File: src/rtl/div_seq.sv
// Multi-cycle radix-2 restoring divider for RV32M DIV/DIVU/REM/REMU.
// Optional macro DIV_EARLY_OUT_EN adds a |rs1| < |rs2| shortcut at accept.
module div_seq #(
    parameter int XLEN  = 32,
    parameter int CNT_W = $clog2(XLEN)
) (
    input  logic            clk,
    input  logic            rst_n,
    input  logic            start,
    input  logic            flush,
    input  logic [1:0]      op,
    input  logic [XLEN-1:0] rs1,
    input  logic [XLEN-1:0] rs2,
    output logic            busy,
    output logic            done,
    output logic [XLEN-1:0] result
);

    typedef enum logic [1:0] {IDLE, CALC, FIX, DONE} state_t;

    state_t          state;
    logic [XLEN-1:0] rem_q, quot_q, dvsr_q, res_pend;
    logic [CNT_W-1:0] cnt;
    logic            quot_neg, rem_neg, op_rem;

    logic            sgn, div0, ovf, early;
    logic [XLEN-1:0] mag1, mag2, spec_res, q_fix, r_fix;
    logic [XLEN:0]   shifted, diff;
    logic            ge;

    assign busy = (state == CALC) || (state == FIX);

    // Accept-time decode: magnitudes and the shortcut cases
    assign sgn  = ~op[0];
    assign mag1 = (sgn && rs1[XLEN-1]) ? -rs1 : rs1;
    assign mag2 = (sgn && rs2[XLEN-1]) ? -rs2 : rs2;
    assign div0 = (rs2 == '0);
    assign ovf  = sgn && (rs1 == {1'b1, {(XLEN-1){1'b0}}}) && (rs2 == '1);
`ifdef DIV_EARLY_OUT_EN
    assign early = !div0 && (mag1 < mag2);
`else
    assign early = 1'b0;
`endif

    always_comb begin
        spec_res = '0;
        if (div0)
            spec_res = op[1] ? rs1 : '1;
        else if (ovf)
            spec_res = op[1] ? '0 : {1'b1, {(XLEN-1){1'b0}}};
        else if (early)
            spec_res = op[1] ? rs1 : '0;
    end

    // One restoring step: partial remainder never exceeds 2*divisor, so the
    // MSB of the XLEN+1 bit difference is a reliable borrow.
    assign shifted = {rem_q, quot_q[XLEN-1]};
    assign diff    = shifted - {1'b0, dvsr_q};
    assign ge      = ~diff[XLEN];

    assign q_fix = quot_neg ? -quot_q : quot_q;
    assign r_fix = rem_neg  ? -rem_q  : rem_q;

    // result is committed only in DONE so a flush anywhere leaves it intact
    always_ff @(posedge clk or negedge rst_n) begin
        if (!rst_n) begin
            state    <= IDLE;
            done     <= 1'b0;
            result   <= '0;
            rem_q    <= '0;
            quot_q   <= '0;
            dvsr_q   <= '0;
            res_pend <= '0;
            cnt      <= '0;
            quot_neg <= 1'b0;
            rem_neg  <= 1'b0;
            op_rem   <= 1'b0;
        end else if (flush) begin
            state <= IDLE;
            done  <= 1'b0;
        end else begin
            done <= 1'b0;
            case (state)
                IDLE: begin
                    if (start) begin
                        op_rem <= op[1];
                        if (div0 || ovf || early) begin
                            res_pend <= spec_res;
                            state    <= DONE;
                        end else begin
                            rem_q    <= '0;
                            quot_q   <= mag1;
                            dvsr_q   <= mag2;
                            quot_neg <= sgn & (rs1[XLEN-1] ^ rs2[XLEN-1]);
                            rem_neg  <= sgn & rs1[XLEN-1];
                            cnt      <= CNT_W'(XLEN - 1);
                            state    <= CALC;
                        end
                    end
                end
                CALC: begin
                    rem_q  <= ge ? diff[XLEN-1:0] : shifted[XLEN-1:0];
                    quot_q <= {quot_q[XLEN-2:0], ge};
                    cnt    <= cnt - 1'b1;
                    if (cnt == '0)
                        state <= FIX;
                end
                FIX: begin
                    res_pend <= op_rem ? r_fix : q_fix;
                    state    <= DONE;
                end
                DONE: begin
                    done   <= 1'b1;
                    result <= res_pend;
                    state  <= IDLE;
                end
                default: state <= IDLE;
            endcase
        end
    end

endmodule

File: config.mk
export PLATFORM = sky130hd
export DESIGN_NAME = div_seq
export DESIGN_NICKNAME = d
export VERILOG_FILES = /design/src/rtl/div_seq.sv
export SDC_FILE = /design/constraint.sdc
export NUM_CORES = 1
export LEC_CHECK = 0
export ABC_AREA = 1
export BUFFER_PORTS_ARGS = -buffer_cell sky130_fd_sc_hd__clkbuf_2
export CAP_MARGIN = 40
export CORE_MARGIN = 3
export CORE_UTILIZATION = 25
export DETAILED_ROUTE_END_ITERATION = 16
export PLACE_DENSITY_LB_ADDON = 0.12
export SYNTH_ARGS = -nofsm -noshare
export SYNTH_HDL_FRONTEND = slang
export SYNTH_SLANG_ARGS = --single-unit
File: constraint.sdc
create_clock -name clk -period 2.7 [get_ports clk]
set_clock_uncertainty 0.15 [all_clocks]
set_input_delay 0.54 -clock clk [delete_from_list [all_inputs] [get_ports clk]]
set_output_delay 0.54 -clock clk [all_outputs]
set_load 0.01 [all_outputs]
### Yosys cells after proc, flatten, opt, wreduce, memory -nomap -nowiden

Cells that the tools add are included.

| word-level totals | value |
|---|---|
| flip-flop bits (word level) | 171 |
| latch bits | 0 |
| memory bits (writable) | 0 |
| bits in read-only memories | 0 |
| bits of input ports | 70 |
| output and inout port bits | 34 |
| logic and storage cells | 80 |
| memories | 0 |

| operators by class | value |
|---|---|
| add/sub/neg operators | 6 |
| multipliers | 0 |
| div/mod/pow operators | 0 |
| order comparisons | 0 |
| eq/ne operators | 10 |
| shift-type cells | 0 |
| muxes and demuxes | 29 |
| bitwise logic cells | 7 |
| reduce and logical (&&, ||, !) cells | 17 |

Operators with widths:

| cell | number |
|---|---|
| 32-bit 2-to-1 mux | 16 |
| 32-bit case mux with 2 select lines | 3 |
| 32-bit negation | 4 |
| 32-bit == test, second input constant | 2 |
| 33-bit by 32-bit subtractor with 33-bit output | 1 |
| 32-bit zero test | 1 |
| 4-bit AND reduction | 3 |
| 5-bit 2-to-1 mux | 2 |
| 5-bit case mux with 2 select lines | 1 |
| 2-bit 2-to-1 mux | 4 |
| 2-bit case mux with 4 select lines | 1 |
| 2-bit != test, second input constant | 3 |
| 5-bit zero test | 1 |
| 5-bit by 1-bit subtractor with 5-bit output, second input constant | 1 |
| 2-bit == test, second input constant | 2 |
| 1-bit logical AND | 4 |
| 1-bit NOT | 4 |
| 2-bit AND reduction | 2 |
| 2-bit nonzero test | 2 |
| 3-bit by 2-bit != test with 1-bit output, second input constant | 1 |
| 3-bit != test, second input constant | 1 |
| 3-bit AND reduction | 1 |
| 1-bit bitwise AND | 2 |
| 2-bit by 1-bit == test with 1-bit output, second input constant | 1 |
| other kinds (4) | 6 |

### Logic depth before layout (Yosys ltp)

| logic depth | value |
|---|---|
| word-level depth | 8 |
| gate-level depth with buffers | 16 |
| gate-level depth less buffers | 16 |

### Worst setup path after synthesis

OpenSTA, ideal clock, no wires.

| timing | value |
|---|---|
| path kind | reg2reg |
| start | reg quot_q[31] |
| end | reg rem_q[19] |
| setup time | 117 ps |
| arrival time | 2,048 ps |
| data required time | 2,433 ps |
| path slack | 385 ps |
| stages on the path, launching flop included | 17 |
| path buffers | 1 |
| period minus slack after synthesis | 2,315 ps |
| cell sequence | dfrtp_1 inv_1 ha_1 fa_1 nor2_1 o21ai_1 nand2_1 nand2_1 nand2_2 nand2_2 nand2_1 nand2_1 nand2_2 buf_4 nand2_1 nand3_1 nand2_1 |

| on the way | value |
|---|---|
| longest elaborated chain between the ends | 3 |

Ends and longest elaborated chain:

| what | line | text |
|---|---|---|
| start, declared | 22 | `logic [XLEN-1:0] rem_q, quot_q, dvsr_q, res_pend;` |
| start signal, assigned | 92 | `quot_q <= mag1;` |
| start signal, assigned | 103 | `quot_q <= {quot_q[XLEN-2:0], ge};` |
| 33-bit by 32-bit subtractor with 33-bit output | 58 | `assign diff = shifted - {1'b0, dvsr_q};` |
| 32-bit 2-to-1 mux | 102 | `rem_q <= ge ? diff[XLEN-1:0] : shifted[XLEN-1:0];` |
| 32-bit case mux with 2 select lines | 83 | `case (state)` |
| end signal, assigned | 102 |  |
| end, declared | 22 |  |

Every way passes these cells.
A chain may end at the register's enable or synchronous reset.

### Final worst setup path

| timing | value |
|---|---|
| start | reg quot_q[31] |
| end | reg rem_q[18] |

Same word-level chain as after synthesis.

==> impl_results.md <==
* Clock transition at path regs at 0.08 ns
* CP Launch Point: quot_q[31]$_DFFE_PN0P_
* Crit. path cell count at 16
* Syn nets at 2518
* Initial antenna violation count at 1
* FF-to-FF path depth at 16
* R2r startpoint: quot_q[31]$_DFFE_PN0P_
* Most common library cells after synthesis: nand2_1, inv_1, nand3_1, nor2_1, o21ai_0
* Max Fanout on Critical Path at 15
* Crit share post-route at 0.9411
* Main synth FF type: dfrtp_1
* Slowest stage delay, CP at 0.38 ns
* TritonCTS buffer count at 17
* WL final at 57640 um
* Top-count cell post-synth: nand2_1
* Int Pwr at 7225 uW
* Row Count at 87
* Leak pwr at 0.009316 uW
* Hold Fails Final Rpt at 0
* Yosys cell types at 45
* Pwr/cell area at 799.1 nW/um^2
* Combinational share of power at 0.533
* Max Clk Rate at 0.3936 GHz
* Yosys top cell area share at 0.2950
* Area leader, netlist: dfrtp_1
* Net Sw Power at 6847 uW
* Number of global-route vias before repair at 15.06k
* Clock power frac at 0.182
* Nets at around 2.7k
* Area growth syn-to-layout at 21.39%
* Die extent in x at 246.9 um
* Crit-path slowest cell: fa_2
* Worst Hold Slack at 0.2547 ns
* Share of layout cells above drive strength 1 at 0.1372
* Sw Ratio at 0.4866
* Syn_area_per_cell at slightly above 6 um^2
* Max VDD drop at between 0.4 and 0.5 mV
* GR Util All Layers at 0.1892
* Crit path DAT at 2.75 ns
* Critical path endpoint: rem_q[18]$_DFFE_PN0P_
* Max Cap Viol at 0
* CTS Buffer Depth at 2
* CTS tree: built
* Worst slew margin at 0.4506
* First-pass DRT Iterations at 5
* Dpl hpwl at 47000 um
* Worst path required time at 2.91 ns
* Most used cell, CP: nand2_1
* Mapped Area at 14510 um^2
* Final Max Tran Viols at 0
* Async S/R FF share, synth at 1.000
* H-tree levels at 4
* CP startpoint kind: flop
* Synthesized instance count at 2403
* CP bufs+invs at 2
* Vias per inst at 4.673
* DRC Markers at 0
* Buffers on Ports at 103
* Total die area at 60950 um^2
* Critical R2R Capture: rem_q[18]$_DFFE_PN0P_
* Finished Core Util at 0.3093
* Crit end category: flop
* Sequential Power Share at 0.285
* First-pass GRT wire length at 87880 um
* Worst reg-to-reg setup slack at 0.16 ns
* Final min period at 2.541 ns
* Status: complete, no violations
* Cells along the critical path: inv_1 -> ha_2 -> fa_2 -> nor2_2 -> o21ai_1 -> nand2_1 -> nand2_1 -> nand2_2 -> nand2_2 -> nand2_1 -> nand2_1 -> nand2_4 -> clkbuf_16 -> nand2_1 -> nand3_1 -> nand2_1
* Setup-failing EPs final at 0
* Die Ht at 246.9 um
* Overflow after GRT at 0
* Hold WC Path Type: in2reg
* Core area at 56930 um^2
* Worst slew pin tran at 0.8221 ns
* Via Count at about 16k
* Final antenna-violating net count at 0
* Starting Density at 0.2548
* Largest net degree at the start of global routing at 64
* Largest cells by area after synthesis: dfrtp_1, nand2_1, nand3_1
* Synthesized flop and latch total at about 170
* Post-synth EDFFs at 0
* Clock Sinks at around 170
* Type of the worst setup path: reg2reg
* I/O pin cnt at 104
* GPL Wtd Cong at just under 0.9
* Inserted Diodes at 0
* Synth Warn # at 0
* Initial DRC Count at 1208
* Drt wl/cell at between 15 and 20 um
* Worst-Skew Late Latency at 0.48 ns
* Register area share after synthesis at 0.2950
* Crit path max-delay family: simple AND/OR/NAND/NOR gates
* Root buf cell: clkbuf_16
[through the flow]
stage | std cells | setup slack [ns] | cell area (um^2) | TNS, ns | total power (uW)
after CTS | 3369 | 0.02840 | 17400 | 0 | 14120
after floorplan | 2403 | 0.3845 | 14510 | 0 | 8717
after global routing | 3372 | -0.01061 | 17610 | -0.01674 | 15350
after global placement | 3336 | -0.08542 | 16790 | -1.614 | 11430
final | 3372 | 0.1591 | 17610 | 0 | 14070
after detailed placement | 3336 | -0.08866 | 16790 | -3.091 | 11470
[area by class of cell]
cell class / count / area [um^2]
Tap cell: 756 / 945.9
Clock inverter: 14 / 170.2
Clock buffer: 18 / 429.2
Timing Repair Buffer: 257 / 1826
Multi-Input combinational cell: 1840 / 8768
Sequential cell: 171 / 4284
Inverter: 316 / 1186
Fill cell: 6451 / 39320
[metal layers]
metal / GRT usage / up-vias / wire (um)
li1: - / 8034 / -
met1: 0.2567 / 7314 / 27440
met2: 0.3089 / 334 / 26680
met3: 0.02462 / 72 / 1920
met4: 0.06544 / 2 / 1589
met5: 0 / - / 13
[tightest hold or removal path, stage by stage]
cell      delay, ns
clkbuf_2       0.11
xor2_1         0.09
nand2_1        0.06
nand2_1        0.04
[flip-flops by register name, summed over array words and instances (netlist names)]
| signal | cells |
|---|---|
| op_rem | 1 |
| cnt | 5 |
| dvsr_q | 32 |
| done | 1 |
| rem_q | 32 |
| quot_neg | 1 |
| res_pend | 32 |
| result | 32 |
| rem_neg | 1 |
| quot_q | 32 |
| state | 2 |
[power groups by stage]
stage | combinational, uW | clock [uW] | sequential (uW)
4_1_cts | 7460 | 2660 | 4000
5_1_grt | 8490 | 2740 | 4120
2_1_floorplan | 4790 | 0 | 3920
3_5_place_dp | 7420 | 0 | 4050
3_3_place_gp | 7390 | 0 | 4040
6_report | 7500 | 2570 | 4010
[layout by cell type (no fill, tap or decap), types with 4 or more instances in the layout]
master | synthesis | layout
dfrtp_2 | 0 | 4
inv_1 | 309 | 306
ha_4 | 0 | 8
nand3_1 | 256 | 256
inv_8 | 0 | 4
nand2_2 | 11 | 10
clkbuf_16 | 0 | 19
o22ai_1 | 4 | 4
a21oi_1 | 63 | 61
nor3_1 | 26 | 25
or2_2 | 6 | 6
inv_6 | 0 | 4
clkbuf_2 | 0 | 102
nand3b_1 | 15 | 15
nor2_4 | 5 | 5
inv_2 | 5 | 8
buf_4 | 11 | 141
nor2_2 | 10 | 13
o21ai_1 | 36 | 36
nand2_1 | 860 | 859
clkinv_8 | 0 | 5
xnor2_1 | 21 | 21
o21ai_0 | 179 | 179
ha_1 | 44 | 33
buf_12 | 0 | 8
xor2_1 | 25 | 25
dfrtp_1 | 171 | 167
nor2_1 | 221 | 218
o211ai_1 | 4 | 4
nand4_1 | 29 | 29
[kinds of logic after synthesis]
kind of cell    after synthesis  synth area share
xor+xnor                     46           0.02777
buf+inv                     392            0.1109
compound gates              297            0.1054
simple gates               1452            0.4216
fa+ha+maj                    45           0.03933
flops                       171            0.2950
[how the worst min path moves through the flow]
stage | from | to | slack, ns | depth (start not counted)
final | rs2[30] | dvsr_q[30]$_DFFE_PN0P_ | 0.25 | 4
after global routing | rs2[30] | dvsr_q[30]$_DFFE_PN0P_ | 0.27 | 4
after CTS | rs2[30] | dvsr_q[30]$_DFFE_PN0P_ | 0.22 | 4
after detailed placement | res_pend[24]$_DFFE_PN0P_ | result[24]$_DFFE_PN0P_ | 0.31 | 2
after global placement | res_pend[17]$_DFFE_PN0P_ | result[17]$_DFFE_PN0P_ | 0.31 | 2
after floorplan | rst_n | cnt[0]$_DFFE_PN0P_ | 0.09 | 0
[repair_timing]
item                                   CTS  global route
endpoints found under the hold margin   57             0
hold buffers                             1             0
gates resized for setup                  1            29
buffers inserted                         0             1
pin swaps                                0             1
setup endpoints to repair                4            34
gates cloned                             0             2
(Power assumes the default switching activity.)
